### config.mk
export PLATFORM = sky130hd
export DESIGN_NAME = lif_spike_layer_flat
export DESIGN_NICKNAME = d
export VERILOG_FILES = /design/src/rtl/lif_spike_layer_if.sv /design/src/rtl/lif_spike_layer.sv /design/src/flat_wrapper.sv
export SDC_FILE = /design/constraint.sdc
export NUM_CORES = 1
export LEC_CHECK = 0
export CAP_MARGIN = 20
export CORE_MARGIN = 5
export CORE_UTILIZATION = 66
export CTS_CLUSTER_DIAMETER = 50
export CTS_CLUSTER_SIZE = 12
export DETAILED_ROUTE_END_ITERATION = 16
export GPL_TIMING_DRIVEN = 0
export PLACE_DENSITY = 0.86
export SYNTH_ARGS = -nofsm -noshare
export SYNTH_HDL_FRONTEND = slang
export SYNTH_SLANG_ARGS = --single-unit
### constraint.sdc
create_clock -name clk -period 5.65 [get_ports clk]
set_clock_uncertainty 0.15 [all_clocks]
set_input_delay 0.565 -clock clk [delete_from_list [all_inputs] [get_ports clk]]
set_output_delay 0.565 -clock clk [all_outputs]
set_load 0.01 [all_outputs]
### src/rtl/lif_spike_layer_if.sv
// lif_spike_layer_if
//   Bundles the run/clear controls, the MVM result stream and the spike
//   outputs of the LIF neuron stage.
//   master : drives enable, in_clear, in_val, in_toggle; observes outputs.
//   slave  : the neuron stage itself.
interface lif_spike_layer_if;
  logic       enable;
  logic       in_clear;
  logic [7:0] in_val;
  logic       in_toggle;
  logic [2:0] spike_out;
  logic       spike_valid;
  logic [7:0] frame_count;
  logic       busy;

  modport master (
    output enable, in_clear, in_val, in_toggle,
    input  spike_out, spike_valid, frame_count, busy
  );

  modport slave (
    input  enable, in_clear, in_val, in_toggle,
    output spike_out, spike_valid, frame_count, busy
  );
endinterface

### src/rtl/lif_spike_layer.sv
// lif_spike_layer
//   Three-neuron leaky integrate-and-fire stage fed by the MVM result stream.
//   Every level change of in_toggle carries one 8-bit value for neuron idx
//   (0,1,2 in turn). After the third value of a frame the spike vector is
//   published with a one-cycle spike_valid pulse.
//   Ports:
//     clk   : clock
//     rst_n : asynchronous active-low reset
//     bus   : lif_spike_layer_if.slave (enable, in_clear, in_val, in_toggle,
//             spike_out, spike_valid, frame_count, busy)
module lif_spike_layer #(
  parameter int V_WIDTH    = 10,
  parameter int THRESHOLD  = 100,
  parameter int LEAK_SHIFT = 2,
  parameter int REFRACT    = 2
) (
  input  logic                     clk,
  input  logic                     rst_n,
  lif_spike_layer_if.slave         bus
);

  typedef enum logic {IDLE, RUN} state_t;

  state_t                    state_q, state_d;
  logic                      tog_q, tog_d;
  logic [1:0]                idx_q, idx_d;
  logic [2:0][V_WIDTH-1:0]   v_q, v_d;
  logic [2:0][1:0]           refract_q, refract_d;
  logic [2:0]                acc_q, acc_d;
  logic [2:0]                spike_out_q, spike_out_d;
  logic                      spike_valid_q, spike_valid_d;
  logic [7:0]                frame_count_q, frame_count_d;
  logic                      busy_q, busy_d;

  logic [2:0][V_WIDTH-1:0]   sat_val;
  logic [2:0]                fire;
  logic                      accept;
  logic                      cur_bit;

  // Candidate update for every neuron; only the one at idx is committed.
  // One extra bit holds v - leak + in_val so overflow can be saturated.
  for (genvar gi = 0; gi < 3; gi++) begin : g_neuron
    logic [V_WIDTH:0] v_ext;
    logic [V_WIDTH:0] sum;
    assign v_ext         = {1'b0, v_q[gi]};
    assign sum           = v_ext - (v_ext >> LEAK_SHIFT) + (V_WIDTH+1)'(bus.in_val);
    assign sat_val[gi]   = sum[V_WIDTH] ? {V_WIDTH{1'b1}} : sum[V_WIDTH-1:0];
    assign fire[gi]      = (sat_val[gi] >= V_WIDTH'(THRESHOLD));
  end

  // With enable low at a frame boundary nothing new is started; a frame that
  // is already under way is still allowed to finish.
  assign accept = (state_q == RUN) && (bus.in_toggle != tog_q) &&
                  (bus.enable || (idx_q != 2'd0));

  always_comb begin
    state_d       = state_q;
    tog_d         = bus.in_toggle;
    idx_d         = idx_q;
    v_d           = v_q;
    refract_d     = refract_q;
    acc_d         = acc_q;
    spike_out_d   = spike_out_q;
    spike_valid_d = 1'b0;
    frame_count_d = frame_count_q;
    cur_bit       = 1'b0;

    if (bus.in_clear) begin
      // tog_d already follows in_toggle, so a toggle this cycle is dropped.
      v_d       = '0;
      refract_d = '0;
      idx_d     = 2'd0;
    end else begin
      case (state_q)
        IDLE: begin
          if (bus.enable) state_d = RUN;
        end
        RUN: begin
          if (!bus.enable && (idx_q == 2'd0)) state_d = IDLE;
          if (accept) begin
            if (refract_q[idx_q] != 2'd0) begin
              refract_d[idx_q] = refract_q[idx_q] - 2'd1;
              v_d[idx_q]       = '0;
            end else if (fire[idx_q]) begin
              cur_bit          = 1'b1;
              v_d[idx_q]       = '0;
              refract_d[idx_q] = 2'(REFRACT);
            end else begin
              v_d[idx_q]       = sat_val[idx_q];
            end
            acc_d[idx_q] = cur_bit;
            if (idx_q == 2'd2) begin
              idx_d         = 2'd0;
              spike_out_d   = acc_d;
              spike_valid_d = 1'b1;
              frame_count_d = frame_count_q + 8'd1;
            end else begin
              idx_d = idx_q + 2'd1;
            end
          end
        end
        default: state_d = IDLE;
      endcase
    end

    busy_d = (idx_d != 2'd0);
  end

  always_ff @(posedge clk or negedge rst_n) begin
    if (!rst_n) begin
      state_q       <= IDLE;
      tog_q         <= 1'b0;
      idx_q         <= 2'd0;
      v_q           <= '0;
      refract_q     <= '0;
      acc_q         <= '0;
      spike_out_q   <= '0;
      spike_valid_q <= 1'b0;
      frame_count_q <= '0;
      busy_q        <= 1'b0;
    end else begin
      state_q       <= state_d;
      tog_q         <= tog_d;
      idx_q         <= idx_d;
      v_q           <= v_d;
      refract_q     <= refract_d;
      acc_q         <= acc_d;
      spike_out_q   <= spike_out_d;
      spike_valid_q <= spike_valid_d;
      frame_count_q <= frame_count_d;
      busy_q        <= busy_d;
    end
  end

  assign bus.spike_out   = spike_out_q;
  assign bus.spike_valid = spike_valid_q;
  assign bus.frame_count = frame_count_q;
  assign bus.busy        = busy_q;

endmodule

### src/flat_wrapper.sv
// flat-port wrapper written by rule: the top's interface ports become plain ports
module lif_spike_layer_flat 
#(
  parameter int V_WIDTH    = 10,
  parameter int THRESHOLD  = 100,
  parameter int LEAK_SHIFT = 2,
  parameter int REFRACT    = 2
)
  (clk, rst_n, bus_enable, bus_in_clear, bus_in_val, bus_in_toggle, bus_spike_out, bus_spike_valid, bus_frame_count, bus_busy);
  lif_spike_layer_if bus_i ();
  input  logic clk;
  input  logic rst_n;
  input wire logic [$bits(bus_i.enable)-1:0] bus_enable;
  input wire logic [$bits(bus_i.in_clear)-1:0] bus_in_clear;
  input wire logic [$bits(bus_i.in_val)-1:0] bus_in_val;
  input wire logic [$bits(bus_i.in_toggle)-1:0] bus_in_toggle;
  output wire logic [$bits(bus_i.spike_out)-1:0] bus_spike_out;
  output wire logic [$bits(bus_i.spike_valid)-1:0] bus_spike_valid;
  output wire logic [$bits(bus_i.frame_count)-1:0] bus_frame_count;
  output wire logic [$bits(bus_i.busy)-1:0] bus_busy;
  assign bus_i.enable = bus_enable;
  assign bus_i.in_clear = bus_in_clear;
  assign bus_i.in_val = bus_in_val;
  assign bus_i.in_toggle = bus_in_toggle;
  assign bus_spike_out = bus_i.spike_out;
  assign bus_spike_valid = bus_i.spike_valid;
  assign bus_frame_count = bus_i.frame_count;
  assign bus_busy = bus_i.busy;
  lif_spike_layer #(.V_WIDTH(V_WIDTH), .THRESHOLD(THRESHOLD), .LEAK_SHIFT(LEAK_SHIFT), .REFRACT(REFRACT)) u_core (.clk(clk), .rst_n(rst_n), .bus(bus_i));
endmodule
==> flow_summary.toml, run 1 <==
[die]
fp.coreArea_mm2 = 0.00687
dieWidth_um = 94.4
die_y_um = 94.4
die_area_mm2 = 0.00890
ios = 26
initial_core_util_pct = 68.4
num_rows = 30

[power]
ir_drop_mv = 0.181
powerDensity_mw_per_mm2 = 183
p_leak_nw = 2.40
finalPower_mw = 0.944

[clock_network]
h-tree-depth = 2
clk_latency_ns = 0.31
clk_path_buf_depth = 2
cts_tree = "built"
cts-resized-gates = 0
post_cts_buffers = 0
ctsHoldBuffers = 0
cts-root-buf = "clkbuf_8"
numCtsBuffers = 5
clock-sinks = 55
clk_pin_slew_ns = 0.09

[drt]
drtIter0Drc = 230
final_antenna_net_count = 0
wl_um = 10700
wire_per_inst_um = 16.7
route.detailed.drc = 0
first_pass_iters = 5
avgViaCountPerCell = 6.07
vias = 3882

[worst_setup_path]
reg2reg_depth = 13
cp-end-kind = "flip-flop"
r2r_setup_slack_ns = 1.67
timing_worst_setup_path_type = "in2reg"
crit_fanout = 10
worst_r2r_startpoint = "u_core.g_neuron[0].v_ext[1]$_DFFE_PN0P_"
start_kind = "primary input"
cp.required_ns = 5.71
r2r-end = "u_core.acc_q[1]$_DFFE_PN0P_"
cp.arrival_ns = 4.46

[final_layout]
antennaDiodeCount = 0
finalNetCount = 615
final_cells = 640
drive_above_1_share_pct = 5.51
syn2layout_area_growth_pct = 10.0
nFillCells = 510

[yosys]
synth-simple-area-share_pct = 11.7
synth_edf_count = 0
seq_area_frac_synth_pct = 29.3
synth_top_area_share_pct = 29.3
synthAdderAreaFrac_pct = 19.6
netlist_instances = 510
synth.net_count = 582
synth_commonest_cells = "95 x inv_1, 55 x dfrtp_1, 35 x ha_1"
synth-main-ff-cell = "dfrtp_1"
synthTopCellsByArea = "dfrtp_1 29%, fa_1 10%, ha_1 9.3%"
avgSynthCellArea_um2 = 9.21
synth-xor-area-share_pct = 5.38
ys_seq_elements = 55
synth_largest_area_cell = "dfrtp_1"
synthMuxAreaShare_pct = 1.84
ys_async_sr_fraction_pct = 100
synth.most_common_cell = "inv_1"
synth_top_family_by_area = "compound AO/OA/AOI/OAI gates"
yosys_warnings = 0
synth_cell_type_count = 67
synth_compound_area_share_pct = 23.4
synth_area_mm2 = 0.00470

[sta]
worstMarginPinSlew_ns = 0.966
setup_viol_count_final = 0
period_minus_slack_ns = 4.40
period_share_pct = 77.9
max_freq_mhz = 227
rsz0062_at_grt = "no"
fin_tns_setup_ns = 0
maxSlewViolCount = 0
timing.final.hold_violations = 0
slew_headroom_pct = 35.4

[global_routing]
grt_pass1_wl_um = 18300
grt_remaining_overflow = 0
grt_antenna_before_repair = 0
grt_pass1_vias = 3927
grt_usage_pct = 26.1
grt_max_degree = 30

[min_path]
hold_class = "in2async"

[placement]
place_inst = 632
dp_hpwl_um = 8600
gp_congestion = 0.870
io_buffers = 25

[run_status]
status = "complete, no violations"

[run]
drv_cap = 0
state kept, by name, summed over array words and instances, names as in the netlist:
name	count
u_core.tog_q	1
u_core.state_q	1
u_core.bus.spike_valid	1
u_core.idx_q	2
u_core.g_neuron.v_ext	30
u_core.bus.busy	1
u_core.refract_q	6
u_core.bus.frame_count	8
u_core.acc_q	2
u_core.bus.spike_out	3
critical path, stage by stage:
cell and delay [ns]:
clkdlybuf4s50_1 0.45, inv_1 0.12, fa_1 0.55, inv_1 0.07, fa_1 0.53, a211oi_2 0.25, o21ai_1 0.11, and2b_1 0.20
a211o_1 0.34, mux2i_4 0.25, a22oi_4 0.31, o311ai_4 0.25, buf_6 0.21, o31ai_1 0.25
stage by stage:
stage               setup slack, ns  hold slack (ns)  cell area (um^2)  util (%)
finish                         1.25            0.110              5170      75.2
global route                   1.06            0.142              5170      75.2
global placement              0.997            0.309              5070      73.8
detailed placement            0.953            0.316              5080      74.0
CTS                            1.26            0.121              5170      75.2
floorplan                      1.79            0.119              4700         -
layout by cell type, fill, tap and decap left out, drive strengths merged, types with 2 or more instances in the layout:
cell / instances
clkdlybuf4s50: 24
fa: 24
nand3b: 3
xor2: 8
a2111oi: 2
and2: 3
a32o: 12
a311oi: 3
xnor2: 20
a21oi: 35
and3: 5
nand3: 7
nand4: 5
nor2: 29
a211oi: 6
a22o: 9
nor3b: 2
o41ai: 2
o31ai: 3
o21ai: 24
dfrtp: 55
a221oi: 6
nor4: 2
nand2b: 6
clkbuf: 14
nor3: 14
nor2b: 6
mux2i: 4
ha: 35
nand2: 23
a21o: 10
buf: 6
a31o: 2
a41oi: 2
o21a: 5
a22oi: 2
o21bai: 10
mux2: 3
inv: 96
per-layer routing:
| metal | global-route usage, % | routed length, um | up-vias |
|---|---|---|---|
| li1 | - | - | 1839 |
| met1 | 33.2 | 4440 | 1881 |
| met2 | 46.1 | 5380 | 133 |
| met3 | 3.75 | 621 | 29 |
| met4 | 7.94 | 269 | 0 |
| met5 | 0 | 0 | - |
cells by family after synthesis:
| family | Yosys count |
|---|---|
| compound gates | 144 |
| simple gates | 109 |
| buf+inv | 108 |
| fa+ha+maj | 59 |
| flops | 55 |
| xor+xnor | 28 |
| mux | 7 |
how the worst max path moves through the flow:
stage / startpoint / to / slack (ns) / cells past startpoint
floorplan: bus_in_val[1] / u_core.g_neuron[2].v_ext[4]$_DFFE_PN0P_ / 1.79 / 13
global placement: bus_in_val[1] / u_core.g_neuron[2].v_ext[0]$_DFFE_PN0P_ / 1.0 / 14
detailed placement: bus_in_val[1] / u_core.g_neuron[2].v_ext[1]$_DFFE_PN0P_ / 0.95 / 14
CTS: bus_in_val[1] / u_core.acc_q[1]$_DFFE_PN0P_ / 1.26 / 14
global route: bus_in_val[1] / u_core.acc_q[1]$_DFFE_PN0P_ / 1.06 / 14
finish: bus_in_val[1] / u_core.acc_q[1]$_DFFE_PN0P_ / 1.25 / 14
report_power, final:
part | internal, mW | total, mW | leakage (nW) | switching, mW
sequential | 0.405 | 0.413 | 0.760 | 0.00857
combinational | 0.125 | 0.314 | 1.60 | 0.189
clock | 0.0871 | 0.216 | 0.0412 | 0.129
total | 0.617 | 0.944 | 2.40 | 0.327
cell type report:
class	instances	area (um^2)	area share [%]
inverters	96	360	6.97
well taps	96	120	2.32
multi-input cells	347	2910	56.2
plain buffers	12	53.8	1.04
clock buffers	6	72.6	1.40
clock inverters	2	12.5	0.242
flip-flops and latches	55	1380	26.6
repair buffers	26	265	5.13
(Power assumes the default switching activity.)
==> run 2: changes to the inputs <==
--- a/config.mk
+++ b/config.mk
@@ -7,12 +7,12 @@
 export LEC_CHECK = 0
 export CAP_MARGIN = 20
 export CORE_MARGIN = 5
-export CORE_UTILIZATION = 66
+export CORE_UTILIZATION = 61
 export CTS_CLUSTER_DIAMETER = 50
 export CTS_CLUSTER_SIZE = 12
 export DETAILED_ROUTE_END_ITERATION = 16
 export GPL_TIMING_DRIVEN = 0
-export PLACE_DENSITY = 0.86
+export PLACE_DENSITY = 0.8
 export SYNTH_ARGS = -nofsm -noshare
 export SYNTH_HDL_FRONTEND = slang
 export SYNTH_SLANG_ARGS = --single-unit
==> constraint.sdc (replaced) <==
create_clock -name clk -period 4.4 [get_ports clk]
set_clock_uncertainty 0.15 [all_clocks]
set_input_delay 0.44 -clock clk [delete_from_list [all_inputs] [get_ports clk]]
set_output_delay 0.44 -clock clk [all_outputs]
set_load 0.01 [all_outputs]
==> run 2 against run 1 <==
Register-to-register slack got worse by 1.2 ns; final cell count rose by 1.1%; sequential power rose by 29%; core utilization fell by 6.8 points; clock power rose by 40%; combinational power rose by 29%; worst setup slack got worse by 1.1 ns; global-route usage fell by 2.8 points; via count fell by 1.0%; critical endpoint is now u_core.g_neuron[2].v_ext[0]$_DFFE_PN0P_.
==> flow_summary.toml, run 2 (synthesis gave the netlist of run 1 again) <==
[run_status]
status = "complete, no violations"

[sta]
period_minus_slack_ns = 4.23
period_share_pct = 96.2
setup_viol_count_final = 0
worstMarginPinSlew_ns = 0.945
max_freq_mhz = 236
rsz0062_at_grt = "no"
timing.final.hold_violations = 0
fin_tns_setup_ns = 0
slew_headroom_pct = 36.9
maxSlewViolCount = 0

[drt]
avgViaCountPerCell = 5.94
final_antenna_net_count = 0
vias = 3843
route.detailed.drc = 0
wire_per_inst_um = 16.7
wl_um = 10800
drtIter0Drc = 170
first_pass_iters = 5

[die]
dieWidth_um = 97.8
fp.coreArea_mm2 = 0.00761
num_rows = 32
initial_core_util_pct = 61.7
ios = 26
die_area_mm2 = 0.00956
die_y_um = 97.8

[clock_network]
cts_tree = "built"
numCtsBuffers = 5
cts-root-buf = "clkbuf_8"
clk_path_buf_depth = 2
clock-sinks = 55
h-tree-depth = 2
clk_pin_slew_ns = 0.10
clk_latency_ns = 0.31

[min_path]
hold_class = "reg2reg"
min-delay-start = "u_core.bus.frame_count[7]$_DFFE_PN0P_"
hold_end = "u_core.bus.frame_count[7]$_DFFE_PN0P_"
hold_depth = 1

[final_layout]
drive_above_1_share_pct = 6.06
largest_reg_flops = 30
final_cell_mix = "95 x inv_1, 55 x dfrtp_1, 35 x ha_1"
multi_input_area_mm2 = 0.00292
final_cells = 647
finalNetCount = 616
syn2layout_area_growth_pct = 10.9
antennaDiodeCount = 0
regArea_mm2 = 0.00138
mostFrequentLayoutCell = "inv_1"
final_cell_area_mm2 = 0.00521
nFillCells = 650

[worst_setup_path]
cp-end-kind = "flip-flop"
crit_chain = "clkdlybuf4s50_1 -> inv_1 -> fa_1 -> inv_1 -> fa_1 -> a21o_1 -> a221oi_4 -> o21bai_1 -> xnor2_2 -> nand2b_1 -> o311ai_4 -> buf_6 -> a32o_1"
worst_r2r_startpoint = "u_core.g_neuron[2].v_ext[4]$_DFFE_PN0P_"
crit_fanout = 10
timing_worst_setup_path_type = "in2reg"
r2r_setup_slack_ns = 0.47
cp.required_ns = 4.50
start_kind = "primary input"
cp.arrival_ns = 4.33
critPathSlowestCell = "fa_1"
worstSetupStartpoint = "bus_in_val[1]"
reg2reg_depth = 12
critPathMaxStageDelay_ns = 0.55
r2r-end = "u_core.g_neuron[2].v_ext[0]$_DFFE_PN0P_"

[run]
drv_cap = 0

[placement]
place_inst = 638
placed_cell_area_mm2 = 0.00509
io_buffers = 25
dp_hpwl_um = 8660
gp_congestion = 0.889

[global_routing]
grt_usage_pct = 23.3
grt_pass1_wl_um = 18600
grt_remaining_overflow = 0
grt_pass1_vias = 4042
grt_max_degree = 42
grt_antenna_before_repair = 0

[power]
powerDensity_mw_per_mm2 = 238
ir_drop_mv = 0.266
p_leak_nw = 2.41
-- run 2: what timing repair did --
action | 4_1_cts | 5_1_grt
endpoints found under the hold margin | 14 | 0
setup endpoints to repair | 0 | 16
setup buffers | 0 | 0
hold buffers | 1 | 0
resized for setup | 0 | 2
-- run 2: cell type report --
class | instances | share of cell area [%]
multi-input combinational | 347 | 56.0
sequential | 55 | 26.4
inverter | 96 | 6.92
timing repair buffer | 27 | 5.29
tap | 102 | 2.45
clock buffer | 6 | 1.59
buffer | 12 | 1.03
clock inverter | 2 | 0.312
-- run 2: where the power goes --
part	leakage (nW)	internal (mW)	switching [mW]
registers	0.760	0.520	0.0114
clock network	0.0474	0.129	0.174
logic	1.61	0.163	0.244
total	2.41	0.812	0.429
-- run 2: worst max-delay path by stage --
stage | end | slack [ns] | cells after the start
floorplan | u_core.g_neuron[2].v_ext[4]$_DFFE_PN0P_ | 0.67 | 13
global placement | u_core.g_neuron[2].v_ext[0]$_DFFE_PN0P_ | -0.16 | 14
detailed placement | u_core.acc_q[1]$_DFFE_PN0P_ | -0.21 | 14
CTS | u_core.acc_q[1]$_DFFE_PN0P_ | 0.13 | 14
global route | u_core.acc_q[1]$_DFFE_PN0P_ | 0.003 | 13
finish | u_core.g_neuron[2].v_ext[0]$_DFFE_PN0P_ | 0.17 | 13
-- run 2: worst max-delay path, delay by kind of cell --
kind,cells,cell delay [ns]
xor+xnor,1,0.25
fa+ha+maj,2,1.01
buf+inv,4,0.85
simple gates,1,0.27
compound gates,5,1.49
-- run 2: metrics by stage --
step | power, mW | setup WS, ns | hold WS, ns | util (%)
6_report | 1.24 | 0.168 | 0.328 | 68.5
4_1_cts | 1.24 | 0.129 | 0.340 | 68.3
2_1_floorplan | 0.829 | 0.670 | -0.00559 | -
5_1_grt | 1.31 | 0.00309 | 0.353 | 68.5
3_3_place_gp | 0.923 | -0.157 | 0.310 | 66.7
3_5_place_dp | 0.937 | -0.214 | 0.236 | 66.9
-- run 2: layer usage --
metal  up-vias  track usage [%]  wire length, um
met5         -                0                0
met4         0             5.43              153
met3        13             3.07              403
met2        80             42.5             5650
met1      1910             29.4             4590
li1       1840                -                -
==> run 3: changes to the inputs <==
--- a/config.mk
+++ b/config.mk
@@ -12,7 +12,7 @@
 export CTS_CLUSTER_SIZE = 12
 export DETAILED_ROUTE_END_ITERATION = 16
 export GPL_TIMING_DRIVEN = 0
-export PLACE_DENSITY = 0.8
+export PLACE_DENSITY = 0.93
 export SYNTH_ARGS = -nofsm -noshare
 export SYNTH_HDL_FRONTEND = slang
 export SYNTH_SLANG_ARGS = --single-unit
==> run 3 against run 2 <==
Sequential share of layout area hardly changed; via count is 2.9% higher; non-clock buffer count up 1; first-iteration DRC count increased by 42%; fmax rose by 0.34%; critical path depth unchanged; worst setup slack gained 0.014 ns; clock power is 6% lower; combinational power is 2% higher; clock-buffer cell count did not move; core utilization fell by 0.082 points; flip-flop and latch count unchanged; critical endpoint is now u_core.g_neuron[0].v_ext[4]$_DFFE_PN0P_; largest cell class unchanged; largest power group unchanged.
==> flow_summary.toml, run 3 (synthesis gave the netlist of run 1 again) <==
[run_status]
status = "complete, no violations"

[die]
num_rows = 32
ios = 26
initial_core_util_pct = 61.7
dieWidth_um = 97.8
fp.coreArea_mm2 = 0.00761
die_area_mm2 = 0.00956
die_y_um = 97.8

[final_layout]
drive_above_1_share_pct = 6.04
finalNetCount = 617
final_cell_area_mm2 = 0.00520
syn2layout_area_growth_pct = 10.7
largest_reg_flops = 30
antennaDiodeCount = 0
final_cell_mix = "95 x inv_1, 55 x dfrtp_1, 35 x ha_1"
mostFrequentLayoutCell = "inv_1"

[sta]
worstMarginPinSlew_ns = 0.908
finalWorstSetupSlack_ns = 0.182
period_minus_slack_ns = 4.22
timing.final.hold_violations = 0
slew_headroom_pct = 39.3
fin_tns_setup_ns = 0
rsz0062_at_grt = "no"
max_freq_mhz = 237
period_share_pct = 95.9
maxSlewViolCount = 0
setup_viol_count_final = 0

[power]
powerDensity_mw_per_mm2 = 237
power_switching_mw = 0.436
internal_power_mw = 0.796
clock_power_share_pct = 23.2
p_seq_share_pct = 43.2
p_leak_nw = 2.41
switching_share_pct = 35.4
comb_power_share_pct = 33.6
ir_drop_mv = 0.188

[global_routing]
grt_usage_pct = 24.4
grt_remaining_overflow = 0
grt_antenna_before_repair = 0
grt_pass1_vias = 4002
grt_max_degree = 31
grt_pass1_wl_um = 19100

[placement]
dp_hpwl_um = 8930
placed_cell_area_mm2 = 0.00509
io_buffers = 25
dp_slack_ns = -0.221
gp_congestion = 0.905

[drt]
first_pass_iters = 5
wl_um = 11300
avgViaCountPerCell = 6.10
route.detailed.drc = 0
final_antenna_net_count = 0
drtIter0Drc = 241
vias = 3955
wire_per_inst_um = 17.4

[run]
drv_cap = 0

[clock_network]
h-tree-depth = 2
clock-sinks = 55
clk_path_buf_depth = 2
cts_tree = "built"
clk_pin_slew_ns = 0.10
clk_latency_ns = 0.32
numCtsBuffers = 5
cts-root-buf = "clkbuf_8"

[worst_setup_path]
start_kind = "primary input"
crit_fanout = 10
cp.required_ns = 4.51
cp.arrival_ns = 4.32
timing_worst_setup_path_type = "in2reg"
cp-end-kind = "flip-flop"

[min_path]
hold_class = "reg2reg"
-- run 3: area by class of cell --
cell class	count	area [um^2]
Multi-Input combinational cell	347	2920
Fill cell	595	2410
Sequential cell	55	1380
Inverter	96	360
Timing Repair Buffer	28	283
Tap cell	102	128
Clock buffer	6	72.6
Buffer	12	53.8
Clock inverter	2	12.5
-- run 3: metrics by stage --
step	utilization, %	power (mW)	hold WS (ns)	instances
global placement	66.7	0.918	0.312	637
finish	68.4	1.23	0.329	648
global route	68.4	1.30	0.363	648
detailed placement	66.9	0.941	0.317	638
CTS	68.2	1.22	0.331	647
floorplan	-	0.829	-0.00559	510
-- run 3: worst paths after layout --
| path | startpoint | slack, ns | to | cells after the start |
|---|---|---|---|---|
| setup / recovery | bus_in_val[1] | 0.18 | u_core.g_neuron[0].v_ext[4]$_DFFE_PN0P_ | 13 |
| hold / removal | u_core.bus.frame_count[7]$_DFFE_PN0P_ | 0.33 | u_core.bus.frame_count[7]$_DFFE_PN0P_ | 1 |
| setup reg to reg | u_core.g_neuron[2].v_ext[1]$_DFFE_PN0P_ | 0.52 | u_core.g_neuron[0].v_ext[4]$_DFFE_PN0P_ | 12 |
| hold reg to reg | u_core.bus.frame_count[7]$_DFFE_PN0P_ | 0.33 | u_core.bus.frame_count[7]$_DFFE_PN0P_ | 1 |
| max in group asynchronous | rst_n | 2.99 | u_core.state_q$_DFFE_PN0N_ | 3 |
| min in group asynchronous | rst_n | 0.53 | u_core.bus.frame_count[2]$_DFFE_PN0P_ | 2 |
-- run 3: what timing repair did --
item	4_1_cts	5_1_grt
endpoints found under the setup margin	0	10
hold buffers	1	0
gates resized for setup	0	2
setup buffers	0	1
hold endpoints to repair	12	0
-- run 3: layer usage --
metal	wire length [um]	share of wire [%]	global-route usage (%)
met1	4690	42	32.5
met2	5720	51	40.7
met3	569	5.1	3.00
met4	285	2.5	9.48
met5	0	0	0
-- run 3: worst max-delay path, cell delays in order --
cell and delay (ns):
clkdlybuf4s50_1 0.45, inv_1 0.12, fa_1 0.55, inv_1 0.07
fa_1 0.46, a21o_1 0.22, a221oi_4 0.41, o21bai_1 0.19
xnor2_2 0.25, nand2b_1 0.26, o311ai_4 0.50, buf_6 0.22
a32o_1 0.17
-- run 3: power by group through the flow --
stage,logic (mW),registers [mW],clock network [mW]
2_1_floorplan,0.290,0.539,0
3_3_place_gp,0.378,0.540,0
3_5_place_dp,0.399,0.541,0
4_1_cts,0.403,0.532,0.287
5_1_grt,0.455,0.534,0.311
6_report,0.413,0.532,0.286
